[src/rtl/riscv_ctrl_pkg.sv]
// Shared definitions for the multicycle RV32I main controller.
// Holds the controller state enum, the RV32I opcode constants the decoder
// recognises, and the datapath mux-select encodings (ResultSrc, ALUSrcA,
// ALUSrcB, ALUOp). No ports; imported by the controller top.
package riscv_ctrl_pkg;

   // lui and auipc get separate states so that ALUSrcA is a pure function of
   // the registered state.
   typedef enum logic [3:0] {
      S_FETCH    = 4'd0,
      S_DECODE   = 4'd1,
      S_MEMADR   = 4'd2,
      S_MEMREAD  = 4'd3,
      S_MEMWB    = 4'd4,
      S_MEMWRITE = 4'd5,
      S_EXECR    = 4'd6,
      S_EXECI    = 4'd7,
      S_ALUWB    = 4'd8,
      S_BEQ      = 4'd9,
      S_JAL      = 4'd10,
      S_JALR     = 4'd11,
      S_JALWB    = 4'd12,
      S_LUI      = 4'd13,
      S_AUIPC    = 4'd14,
      S_TRAP     = 4'd15
   } state_t;

   localparam logic [6:0] OP_LOAD   = 7'b0000011;
   localparam logic [6:0] OP_STORE  = 7'b0100011;
   localparam logic [6:0] OP_R      = 7'b0110011;
   localparam logic [6:0] OP_I      = 7'b0010011;
   localparam logic [6:0] OP_BRANCH = 7'b1100011;
   localparam logic [6:0] OP_JAL    = 7'b1101111;
   localparam logic [6:0] OP_JALR   = 7'b1100111;
   localparam logic [6:0] OP_LUI    = 7'b0110111;
   localparam logic [6:0] OP_AUIPC  = 7'b0010111;

   localparam logic [1:0] RES_ALUOUT    = 2'b00;
   localparam logic [1:0] RES_DATA      = 2'b01;
   localparam logic [1:0] RES_ALURESULT = 2'b10;

   localparam logic [1:0] SRCA_PC    = 2'b00;
   localparam logic [1:0] SRCA_OLDPC = 2'b01;
   localparam logic [1:0] SRCA_RD1   = 2'b10;
   localparam logic [1:0] SRCA_ZERO  = 2'b11;

   localparam logic [1:0] SRCB_RD2  = 2'b00;
   localparam logic [1:0] SRCB_IMM  = 2'b01;
   localparam logic [1:0] SRCB_FOUR = 2'b10;

   localparam logic [1:0] ALUOP_ADD   = 2'b00;
   localparam logic [1:0] ALUOP_SUB   = 2'b01;
   localparam logic [1:0] ALUOP_FUNCT = 2'b10;

   // States that hold a memory access open (drive MemReq).
   function automatic logic is_mem_state(input state_t s);
      return (s == S_FETCH) || (s == S_MEMREAD) || (s == S_MEMWRITE);
   endfunction

endpackage

[src/rtl/mem_wait_timer.sv]
// Memory wait-state counter with timeout compare.
// Ports:
//   i_clk        clock, rising edge
//   i_rst_n      asynchronous active-low reset
//   i_mem_req    a memory access is in progress this cycle
//   i_mem_ready  memory completes the access this cycle
//   o_timeout    this cycle is the MEM_TIMEOUT-th consecutive wait cycle
//                of the current access (never set when MEM_TIMEOUT = 0)
// The count restarts at zero whenever no access is waiting, so every new
// access (fetch, load or store) starts from zero.
module mem_wait_timer #(
   parameter int MEM_TIMEOUT = 16
) (
   input  logic i_clk,
   input  logic i_rst_n,
   input  logic i_mem_req,
   input  logic i_mem_ready,
   output logic o_timeout
);

   localparam int CW = (MEM_TIMEOUT > 2) ? $clog2(MEM_TIMEOUT) : 1;
   localparam logic [CW-1:0] LAST = CW'(MEM_TIMEOUT - 1);

   logic [CW-1:0] cnt;
   logic          waiting;

   assign waiting = i_mem_req & ~i_mem_ready;

   always_ff @(posedge i_clk or negedge i_rst_n) begin
      if (!i_rst_n) begin
         cnt <= '0;
      end else if (waiting) begin
         cnt <= cnt + 1'b1;
      end else begin
         cnt <= '0;
      end
   end

   // Fires while the count is about to reach MEM_TIMEOUT; a ready in the
   // same cycle clears "waiting" and so suppresses the trap.
   generate
      if (MEM_TIMEOUT == 0) begin : g_no_timeout
         assign o_timeout = 1'b0;
      end else begin : g_timeout
         assign o_timeout = waiting && (cnt == LAST);
      end
   endgenerate

endmodule

[src/rtl/multicycle_main_fsm.sv]
// Main controller of the multicycle RV32I core (Moore FSM).
// Sequences fetch/decode/execute/memory/writeback and drives the datapath
// enables and mux selects. Traps (absorbing until reset) on an illegal
// opcode or on a memory wait-state timeout.
// Ports:
//   i_clk, i_rst_n   clock (rising edge), asynchronous active-low reset
//   i_op             opcode field of the instruction register
//   i_mem_ready      memory completes the current access this cycle
//   o_PCUpdate, o_Branch, o_IRWrite, o_AdrSrc, o_MemWrite, o_MemReq,
//   o_ResultSrc, o_ALUSrcA, o_ALUSrcB, o_ALUOp, o_RegWrite
//                    datapath controls (all 0 while i_rst_n is low)
//   o_instr_done     one-cycle pulse when an instruction retires
//   o_illegal        sticky illegal-opcode trap flag
//   o_bus_err        sticky memory-timeout trap flag
//   o_dbg_state      current FSM state, for debug and checkers
// Optional feature macro PERF_CNT_EN adds o_cycle_cnt / o_instret_cnt.
//
// Handshake: a memory access is open while o_MemReq=1; it completes in the
// cycle i_mem_ready=1, and the FSM leaves the memory state on that edge.
module multicycle_main_fsm
   import riscv_ctrl_pkg::*;
#(
   parameter int U_TYPE_EN   = 1,
   parameter int MEM_TIMEOUT = 16,
   parameter int CNT_W       = 32
) (
   input  logic             i_clk,
   input  logic             i_rst_n,
   input  logic [6:0]       i_op,
   input  logic             i_mem_ready,
   output logic             o_PCUpdate,
   output logic             o_Branch,
   output logic             o_IRWrite,
   output logic             o_AdrSrc,
   output logic             o_MemWrite,
   output logic             o_MemReq,
   output logic [1:0]       o_ResultSrc,
   output logic [1:0]       o_ALUSrcA,
   output logic [1:0]       o_ALUSrcB,
   output logic [1:0]       o_ALUOp,
   output logic             o_RegWrite,
   output logic             o_instr_done,
   output logic             o_illegal,
   output logic             o_bus_err,
`ifdef PERF_CNT_EN
   output logic [CNT_W-1:0] o_cycle_cnt,
   output logic [CNT_W-1:0] o_instret_cnt,
`endif
   output logic [3:0]       o_dbg_state
);

   // A zero-width performance counter is not a meaningful configuration.
   if (CNT_W < 1) begin : g_bad_cnt_w
      $error("CNT_W must be at least 1");
   end

   state_t     state, state_next;
   logic       mem_req, timeout;
   logic       pc_update, branch, ir_write, adr_src, mem_write;
   logic       reg_write, instr_done, set_illegal, set_bus_err;
   logic [1:0] result_src, alu_src_a, alu_src_b, alu_op;
   logic       illegal_q, bus_err_q;

   // Derived from state alone so the timer's timeout does not feed back
   // into the block that produces its request input.
   assign mem_req = is_mem_state(state);

   mem_wait_timer #(.MEM_TIMEOUT(MEM_TIMEOUT)) u_timer (
      .i_clk       (i_clk),
      .i_rst_n     (i_rst_n),
      .i_mem_req   (mem_req),
      .i_mem_ready (i_mem_ready),
      .o_timeout   (timeout)
   );

   always_comb begin
      state_next  = state;
      pc_update   = 1'b0;
      branch      = 1'b0;
      ir_write    = 1'b0;
      adr_src     = 1'b0;
      mem_write   = 1'b0;
      reg_write   = 1'b0;
      instr_done  = 1'b0;
      set_illegal = 1'b0;
      set_bus_err = 1'b0;
      result_src  = RES_ALUOUT;
      alu_src_a   = SRCA_PC;
      alu_src_b   = SRCB_RD2;
      alu_op      = ALUOP_ADD;
      unique case (state)
         S_FETCH: begin
            alu_src_b  = SRCB_FOUR;
            result_src = RES_ALURESULT;
            // IR and PC load only in the cycle the fetch data arrives.
            ir_write   = i_mem_ready;
            pc_update  = i_mem_ready;
            if (i_mem_ready) begin
               state_next = S_DECODE;
            end else if (timeout) begin
               state_next  = S_TRAP;
               set_bus_err = 1'b1;
            end
         end
         S_DECODE: begin
            alu_src_a = SRCA_OLDPC;
            alu_src_b = SRCB_IMM;
            case (i_op)
               OP_LOAD, OP_STORE: state_next = S_MEMADR;
               OP_R:              state_next = S_EXECR;
               OP_I:              state_next = S_EXECI;
               OP_BRANCH:         state_next = S_BEQ;
               OP_JAL:            state_next = S_JAL;
               OP_JALR:           state_next = S_JALR;
               OP_LUI, OP_AUIPC: begin
                  if (U_TYPE_EN != 0) begin
                     state_next = (i_op == OP_LUI) ? S_LUI : S_AUIPC;
                  end else begin
                     state_next  = S_TRAP;
                     set_illegal = 1'b1;
                  end
               end
               default: begin
                  state_next  = S_TRAP;
                  set_illegal = 1'b1;
               end
            endcase
         end
         S_MEMADR: begin
            alu_src_a  = SRCA_RD1;
            alu_src_b  = SRCB_IMM;
            // Bit 5 separates store (0100011) from load (0000011).
            state_next = i_op[5] ? S_MEMWRITE : S_MEMREAD;
         end
         S_MEMREAD: begin
            adr_src = 1'b1;
            if (i_mem_ready) begin
               state_next = S_MEMWB;
            end else if (timeout) begin
               state_next  = S_TRAP;
               set_bus_err = 1'b1;
            end
         end
         S_MEMWB: begin
            result_src = RES_DATA;
            reg_write  = 1'b1;
            instr_done = 1'b1;
            state_next = S_FETCH;
         end
         S_MEMWRITE: begin
            adr_src   = 1'b1;
            mem_write = 1'b1;
            if (i_mem_ready) begin
               instr_done = 1'b1;
               state_next = S_FETCH;
            end else if (timeout) begin
               state_next  = S_TRAP;
               set_bus_err = 1'b1;
            end
         end
         S_EXECR, S_EXECI: begin
            alu_src_a  = SRCA_RD1;
            alu_src_b  = (state == S_EXECI) ? SRCB_IMM : SRCB_RD2;
            alu_op     = ALUOP_FUNCT;
            state_next = S_ALUWB;
         end
         S_ALUWB: begin
            reg_write  = 1'b1;
            instr_done = 1'b1;
            state_next = S_FETCH;
         end
         S_BEQ: begin
            alu_src_a  = SRCA_RD1;
            alu_op     = ALUOP_SUB;
            branch     = 1'b1;
            instr_done = 1'b1;
            state_next = S_FETCH;
         end
         S_JAL: begin
            alu_src_a  = SRCA_OLDPC;
            alu_src_b  = SRCB_FOUR;
            pc_update  = 1'b1;
            state_next = S_ALUWB;
         end
         S_JALR: begin
            alu_src_a  = SRCA_RD1;
            alu_src_b  = SRCB_IMM;
            result_src = RES_ALURESULT;
            pc_update  = 1'b1;
            state_next = S_JALWB;
         end
         S_JALWB: begin
            // Link value rd = OldPC + 4 goes straight from the ALU.
            alu_src_a  = SRCA_OLDPC;
            alu_src_b  = SRCB_FOUR;
            result_src = RES_ALURESULT;
            reg_write  = 1'b1;
            instr_done = 1'b1;
            state_next = S_FETCH;
         end
         S_LUI, S_AUIPC: begin
            alu_src_a  = (state == S_LUI) ? SRCA_ZERO : SRCA_OLDPC;
            alu_src_b  = SRCB_IMM;
            state_next = S_ALUWB;
         end
         S_TRAP: begin
            state_next = S_TRAP;
         end
      endcase
   end

   always_ff @(posedge i_clk or negedge i_rst_n) begin
      if (!i_rst_n) begin
         state     <= S_FETCH;
         illegal_q <= 1'b0;
         bus_err_q <= 1'b0;
`ifdef PERF_CNT_EN
         o_cycle_cnt   <= '0;
         o_instret_cnt <= '0;
`endif
      end else begin
         state <= state_next;
         if (set_illegal) illegal_q <= 1'b1;
         if (set_bus_err) bus_err_q <= 1'b1;
`ifdef PERF_CNT_EN
         if (state != S_TRAP) begin
            o_cycle_cnt <= o_cycle_cnt + 1'b1;
            if (instr_done) o_instret_cnt <= o_instret_cnt + 1'b1;
         end
`endif
      end
   end

   // The reset state is FETCH, so controls are masked while reset is held.
   assign o_PCUpdate   = i_rst_n & pc_update;
   assign o_Branch     = i_rst_n & branch;
   assign o_IRWrite    = i_rst_n & ir_write;
   assign o_AdrSrc     = i_rst_n & adr_src;
   assign o_MemWrite   = i_rst_n & mem_write;
   assign o_MemReq     = i_rst_n & mem_req;
   assign o_ResultSrc  = {2{i_rst_n}} & result_src;
   assign o_ALUSrcA    = {2{i_rst_n}} & alu_src_a;
   assign o_ALUSrcB    = {2{i_rst_n}} & alu_src_b;
   assign o_ALUOp      = {2{i_rst_n}} & alu_op;
   assign o_RegWrite   = i_rst_n & reg_write;
   assign o_instr_done = i_rst_n & instr_done;
   assign o_illegal    = illegal_q;
   assign o_bus_err    = bus_err_q;
   assign o_dbg_state  = state;

endmodule
[config.mk]
export PLATFORM = sky130hd
export DESIGN_NAME = multicycle_main_fsm
export DESIGN_NICKNAME = d
export VERILOG_FILES = /design/src/rtl/riscv_ctrl_pkg.sv /design/src/rtl/mem_wait_timer.sv /design/src/rtl/multicycle_main_fsm.sv
export SDC_FILE = /design/constraint.sdc
export NUM_CORES = 1
export LEC_CHECK = 0
export CORE_MARGIN = 1
export CORE_UTILIZATION = 35
export CTS_CLUSTER_DIAMETER = 60
export DETAILED_ROUTE_END_ITERATION = 10
export GPL_TIMING_DRIVEN = 0
export HOLD_SLACK_MARGIN = 0.03
export SLEW_MARGIN = 20
export SYNTH_ARGS = -nofsm -noshare
export SYNTH_HDL_FRONTEND = slang
export SYNTH_SLANG_ARGS = --single-unit
[constraint.sdc]
create_clock -name i_clk -period 1.7 [get_ports i_clk]
set_input_delay 0.34 -clock i_clk [delete_from_list [all_inputs] [get_ports i_clk]]
set_output_delay 0.34 -clock i_clk [all_outputs]
set_load 0.01 [all_outputs]
==> metrics, run 1 <==
net switching power figure roughly 1.2 mW; top library cells by usage in the layout, fill and taps aside sky130_fd_sc_hd__buf_4 (17), sky130_fd_sc_hd__buf_2 (14), sky130_fd_sc_hd__buf_6 (12), sky130_fd_sc_hd__clkdlybuf4s50_1 (12), sky130_fd_sc_hd__nor2_1 (10); cells on worst reg2reg path 8; total chip power 2.77 mW; multi-input logic area 826 um^2; CP max stage delay 0.43 ns; failing checks setup timing; routed wire length about 3200 um; critical path class flop to output port; synthesized instance count 130; Ant. Diodes 0; proportion of netlist area held by the largest area contributor between 20% and 30%; startpoint kind of the worst setup timing path flop; CTS H-tree lvls 1; Max stage delay cell, worst path sky130_fd_sc_hd__dfrtp_2; combinational share of power approximately four fifths; transition time at the pin with the least slew margin ~0.44 ns; data arrival time at the worst-slack endpoint 1.54 ns; fin nets 199; count of unresolved DRC violations after routing 0; reg2reg setup slack -0.06 ns; Sinks on Clock Net 10; Detailed Place HPWL 2030 um; number of max-cap violations 0; Lkg Pwr 0.804 nW; post-layout minimum cycle time 1.88 ns; worst-case vdd ir drop roughly 1.2 mV; FILL cells 247; clock root cell sky130_fd_sc_hd__clkbuf_4; CP max FO 4; first element of the critical path o_dbg_state[3]$_DFF_PN0_; number of rows in the core area 19; effective utilization at floorplan about 37%; power per cell area 1590 nW/um^2; clock tree skew after final layout 0.00786 ns; global-route wire length before repair 5060 um; TritonRoute pass-1 iters 4; Design Area, Final 1750 um^2; Net Count, Synth 141; post-route setup TNS -1.44 ns; Switching Fraction between 40% and 50%; number of buffer cells added on primary ports 31; DIE HEIGHT 56.0 um; CTS Buf Count 3; post-synth design cell area just over 1000 um^2; clock latency of the later-clocked register in the worst-skew pair 0.28 ns; hold crit path type flop to flop; clock network power share 7.8%; run status finished with violations; final hold slack between 0.4 and 0.5 ns; clock tree from TritonCTS built; worst-case setup margin in the final layout -0.181 ns; mean area per synthesized cell around 8 um^2; top achievable clock speed ~0.53 GHz; area added between synthesis and finish 70.9%; routed length per instance 14.5 um; count of unique library cells instantiated by Yosys 47; Internal Pwr Total 1.55 mW; Clock Path Buffers 2; synthesized-area fraction occupied by and/or/nand/nor cells 36.8%; via count of the first global-routing pass 1131; clock-pin slew on the worst setup and hold paths 0.07 ns; antenna violations before repair 0; adder-cell area share of the yosys netlist 1.22%; GRT Total Usage between 20% and 30%; fraction of layout cells with a size suffix above 1 45.5%; Min-Delay Startpoint o_illegal$_DFFE_PN0P_; per-cell via count in the routed design 5.54; kind of capture point of the worst setup path output port; launch point of the worst reg-to-reg path o_dbg_state[1]$_DFF_PN0_; 1st-iter DRT viols 27; Routability Congestion ~0.86; total number of vias 1207; I/O Pins 32; top post-synthesis cells by area sky130_fd_sc_hd__dfrtp_1 (24%), sky130_fd_sc_hd__nor2_1 (5.1%), sky130_fd_sc_hd__buf_6 (4.4%), sky130_fd_sc_hd__nand3_1 (3.4%), sky130_fd_sc_hd__o21ai_0 (3.4%); area fraction in compound gates after synthesis 21.9%; Rel. slew slack 70.8%; setup violation total in the final timing report 15; share of the clock period used by the worst path after layout 111%; data required time of the worst path 1.36 ns; total count of max-transition violations in the final report 0; pin count of the biggest net entering global routing 11; largest family of logic cells by synthesized area simple AND/OR/NAND/NOR gates; unrepaired setup endpoints after global routing yes; DIE AREA 3140 um^2; DIE WIDTH 56.0 um; mux contribution to synthesized area 0%; area after detailed placement 1370 um^2; area share of xor/xnor cells in the synthesized design 5.88%; placed cell count 192; Worst setup endpoint o_ALUSrcB[0]; power share of the sequential group 12.4%; area of the core roughly 2800 um^2; worst flop-to-flop path endpoint o_dbg_state[3]$_DFF_PN0_; library cell with the largest summed area after synthesis sky130_fd_sc_hd__dfrtp_1; hold violation count in the final report 0; Antenna Nets Post-Route 0; Sequential Area 251 um^2; number of standard cells in the final layout excluding fillers 218; most common library cell in the layout ignoring fill and taps sky130_fd_sc_hd__buf_4; Seq/Total Area, Yosys 24.5%; critical path cell sequence buf_6 -> xnor2_4 -> xnor2_1 -> o21ai_1 -> and2_1 -> buf_2; flop and latch count out of synthesis 10; grt ovf 0; number of warnings reported in the yosys synthesis log 0
-- worst min path at each step --
stage                                     endpoint  depth (start not counted)
after detailed placement     o_illegal$_DFFE_PN0P_                          1
final                        o_illegal$_DFFE_PN0P_                          1
after global routing         o_illegal$_DFFE_PN0P_                          1
after CTS                    o_illegal$_DFFE_PN0P_                          1
after floorplan              o_bus_err$_DFFE_PN0P_                          0
after global placement    u_timer.cnt[0]$_DFF_PN0_                          1
-- flip-flops by register name, indices dropped and copies added (netlist names) --
register and count:
o_bus_err 1, o_illegal 1, u_timer.cnt 4, o_dbg_state 4
-- cells in the mapped netlist, drive strengths merged --
master and count:
a211oi 1, a21oi 5, nand2 9, and2 5
nand4 1, o21ai 9, a31oi 2, buf 10
ha 1, nor4b 1, o31ai 1, a311o 1
and4b 2, nor2 16, xor2 3, nand3b 2
nor3 6, nand3 7, a32oi 1, clkbuf 1
a31o 1, xnor2 3, nor3b 4, a221o 1
dfrtp 10, inv 5, a211o 1, nor2b 1
o211ai 2, a21boi 2, nor4 2, o22ai 1
and3 4, a22oi 1, nand2b 5, o32a 1
o21bai 1, or2 1
-- routing by layer --
metal | share of wire (%) | up-vias | wire length [um] | global-route usage [%]
met5 | 0 | - | 0 | 0
li1 | - | 580 | - | -
met4 | 1.4 | 0 | 45 | 5.57
met3 | 3.9 | 6 | 123 | 5.12
met2 | 53 | 34 | 1670 | 36.6
met1 | 42 | 587 | 1330 | 24.3
-- power groups by stage --
stage / Clock, mW / Sequential (mW) / Combinational, mW
floorplan: 0 / 0.365 / 0.942
global placement: 0 / 0.351 / 1.44
detailed placement: 0 / 0.353 / 1.45
CTS: 0.219 / 0.340 / 1.91
global route: 0.236 / 0.354 / 2.35
finish: 0.217 / 0.344 / 2.21
-- final cells by class --
| cell class | instances | share of cell area (%) |
|---|---|---|
| plain buffers | 10 | 6.52 |
| well taps | 31 | 2.22 |
| flip-flops and latches | 10 | 14.4 |
| inverters | 5 | 1.43 |
| repair buffers | 54 | 26.1 |
| multi-input cells | 104 | 47.3 |
| clock buffers | 4 | 2.08 |
-- critical path: cells and delay by family, from the launching register on --
family	cells	cell delay [ns]
xor gates and xnor gates	2	0.34
AOI/OAI and AO/OA	1	0.09
and+or+nand+nor	1	0.14
DFF	1	0.43
buffers and inverters	2	0.26
-- stage by stage --
step	worst slack (ns)	utilization, %
after global placement	-1.03	49.7
final	-0.181	63.3
after detailed placement	-1.09	49.7
after global routing	-0.282	63.3
after CTS	-0.182	58.0
after floorplan	0.0353	-
-- what timing repair did --
action                                  in CTS  in global routing
gates resized for setup                    107                 28
pin swaps                                   15                 18
hold endpoints to repair                    10                  0
buffers inserted                            14                  8
hold buffers                                 1                  0
gates cloned                                 0                  0
endpoints found under the setup margin      16                 17
-- kinds of logic (layout without fill, tap and decap cells) --
group | after synthesis | count (layout)
compound gates | 31 | 31
xor+xnor | 6 | 6
fa+ha+maj | 1 | 1
buf+inv | 16 | 73
flops | 10 | 10
simple gates | 66 | 66
Note: power is estimated with default switching activity, not from simulation.
==> run 2, diff against run 1 <==
--- a/config.mk
+++ b/config.mk
@@ -11,6 +11,8 @@
 export DETAILED_ROUTE_END_ITERATION = 10
 export GPL_TIMING_DRIVEN = 0
 export HOLD_SLACK_MARGIN = 0.03
+export PLACE_DENSITY_LB_ADDON = 0.15
+export RECOVER_POWER = 50
 export SLEW_MARGIN = 20
 export SYNTH_ARGS = -nofsm -noshare
 export SYNTH_HDL_FRONTEND = slang
==> metrics, run 2 (synthesis results as in run 1) <==
area after detailed placement 1370 um^2 (unchanged); post-route setup TNS -1.27 ns (was -1.44 ns); launch point of the worst reg-to-reg path o_dbg_state[2]$_DFF_PN0_ (was o_dbg_state[1]$_DFF_PN0_); fin nets 199 (unchanged); clock root cell sky130_fd_sc_hd__clkbuf_4 (unchanged); clock-pin slew on the worst setup and hold paths 0.07 ns (about the same); post-layout minimum cycle time 1.87 ns (was 1.88 ns); Design Area, Final 1690 um^2 (was 1750 um^2); DIE HEIGHT 56.0 um (unchanged); DIE AREA 3140 um^2 (unchanged); CTS Buf Count 3 (unchanged); total count of max-transition violations in the final report 0 (unchanged); Lkg Pwr 0.775 nW (was 0.804 nW); Ant. Diodes 0 (unchanged); effective utilization at floorplan 37.1% (unchanged); Final Core Density 61.4% (was 63.3%); run status finished with violations (unchanged); clock latency of the later-clocked register in the worst-skew pair 0.26 ns (was 0.28 ns); Antenna Nets Post-Route 0 (unchanged); worst flop-to-flop path endpoint o_dbg_state[3]$_DFF_PN0_ (unchanged); critical path cell sequence buf_6 -> buf_8 -> nor2_4 -> buf_4 -> a31o_1 -> buf_2 (was buf_6 -> xnor2_4 -> xnor2_1 -> o21ai_1 -> and2_1 -> buf_2); TritonRoute pass-1 iters 4 (unchanged); Detailed Place HPWL 2000 um (was 2030 um); antenna violations before repair 0 (unchanged); pin count of the biggest net entering global routing 11 (unchanged); number of max-cap violations 0 (unchanged); clock tree skew after final layout 0.00444 ns (was 0.00786 ns); fraction of layout cells with a size suffix above 1 42.2% (was 45.5%); global-route wire length before repair 5240 um (was 5060 um); CP max FO 6 (was 4); FILL cells 248 (was 247); worst-case vdd ir drop 1.07 mV (was 1.24 mV); top library cells by usage in the layout, fill and taps aside sky130_fd_sc_hd__buf_2 (16), sky130_fd_sc_hd__buf_6 (15), sky130_fd_sc_hd__buf_4 (13), sky130_fd_sc_hd__clkdlybuf4s50_1 (13), sky130_fd_sc_hd__nor2_1 (10) (was sky130_fd_sc_hd__buf_4 (17), sky130_fd_sc_hd__buf_2 (14), sky130_fd_sc_hd__buf_6 (12), sky130_fd_sc_hd__clkdlybuf4s50_1 (12), sky130_fd_sc_hd__nor2_1 (10)); DIE WIDTH 56.0 um (unchanged); clock tree from TritonCTS built (unchanged); 1st-iter DRT viols 23 (was 27); unrepaired setup endpoints after global routing yes (unchanged); routed wire length 3050 um (was 3170 um); per-cell via count in the routed design 5.36 (was 5.54); worst-case hold path end point u_timer.cnt[0]$_DFF_PN0_ (was o_illegal$_DFFE_PN0P_); CTS H-tree lvls 1 (unchanged); kind of capture point of the worst setup path output port (unchanged); count of unresolved DRC violations after routing 0 (unchanged); number of rows in the core area 19 (unchanged); Clock Path Buffers 2 (unchanged); grt ovf 0 (unchanged); startpoint kind of the worst setup timing path flop (unchanged); routed length per instance 14.0 um (was 14.5 um); reg2reg setup slack 0.16 ns (was -0.06 ns); hold violation count in the final report 0 (unchanged); total number of vias 1169 (was 1207); Sinks on Clock Net 10 (unchanged); Routability Congestion 0.868 (was 0.862); area added between synthesis and finish 65.6% (was 70.9%); CP max stage delay 0.39 ns (was 0.43 ns); most common library cell in the layout ignoring fill and taps sky130_fd_sc_hd__buf_2 (was sky130_fd_sc_hd__buf_4); critical path class flop to output port (unchanged); transition time at the pin with the least slew margin 0.470 ns (was 0.437 ns); failing checks setup timing (unchanged); top achievable clock speed 0.533 GHz (was 0.532 GHz); setup violation total in the final timing report 12 (was 15); via count of the first global-routing pass 1128 (was 1131); number of buffer cells added on primary ports 31 (unchanged); Min-Delay Startpoint u_timer.cnt[0]$_DFF_PN0_ (was o_illegal$_DFFE_PN0P_); cells on worst reg2reg path 6 (was 8); data arrival time at the worst-slack endpoint 1.53 ns (was 1.54 ns); Cells on Worst Hold Path 1 (unchanged); Sequential Area 251 um^2 (unchanged); hold crit path type flop to flop (unchanged); GRT Total Usage 20.6% (was 20.5%); Rel. slew slack 68.5% (was 70.8%); power per cell area 1570 nW/um^2 (was 1590 nW/um^2); I/O Pins 32 (unchanged); worst-case setup margin in the final layout -0.175 ns (was -0.181 ns); multi-input logic area 795 um^2 (was 826 um^2); area of the core 2760 um^2 (unchanged); Max stage delay cell, worst path sky130_fd_sc_hd__dfrtp_1 (was sky130_fd_sc_hd__dfrtp_2); share of the clock period used by the worst path after layout 110% (was 111%); data required time of the worst path 1.36 ns (about the same)
[run 2: worst max-delay path by stage]
stage,from,to,cells after the start
global route,o_dbg_state[2]$_DFF_PN0_,o_PCUpdate,6
global placement,i_rst_n,o_ALUOp[0],6
detailed placement,i_rst_n,o_ALUOp[0],6
CTS,o_dbg_state[2]$_DFF_PN0_,o_PCUpdate,6
floorplan,o_dbg_state[2]$_DFF_PN0_,o_PCUpdate,5
finish,o_dbg_state[2]$_DFF_PN0_,o_PCUpdate,6
[run 2: layout make-up]
type	instances	area share (%)
plain buffers	10	6.28
clock buffers	4	2.14
inverters	5	1.48
multi-input cells	104	46.9
flip-flops and latches	10	14.9
well taps	31	2.29
repair buffers	54	26.0
[run 2: metrics by stage]
step / instances / power [mW] / hold WS [ns] / worst slack [ns]
finish: 218 / 2.65 / 0.463 / -0.175
global route: 218 / 2.83 / 0.483 / -0.222
floorplan: 130 / 1.31 / 0.0444 / 0.0353
detailed placement: 192 / 1.80 / 0.457 / -1.08
CTS: 217 / 2.57 / 0.467 / -0.158
global placement: 192 / 1.78 / 0.447 / -1.03
[run 2: metal layers]
layer / part of all wire [%] / track usage [%]
met1: 45 / 27.9
met5: 0 / 0
met3: 4.5 / 4.19
met2: 50 / 35.0
met4: 0.82 / 2.09
[run 2: worst max-delay path, delay by kind of cell, from the launching register on]
family	cells	cell delay (ns)
AND/OR/NAND/NOR	1	0.17
buffers and inverters	4	0.57
flip-flops	1	0.39
AO/OA/AOI/OAI	1	0.14
[run 2: power by group]
group	switching, mW	internal (mW)
clock	0.0802	0.130
sequential	0.0441	0.298
combinational	1.04	1.05
total	1.17	1.48
[run 2: timing repair]
action | CTS | global route
gates resized for setup | 121 | 9
pin swaps | 15 | 8
buffers inserted | 20 | 3
setup endpoints to repair | 16 | 15
hold endpoints to repair | 10 | 0
hold buffers | 1 | 0
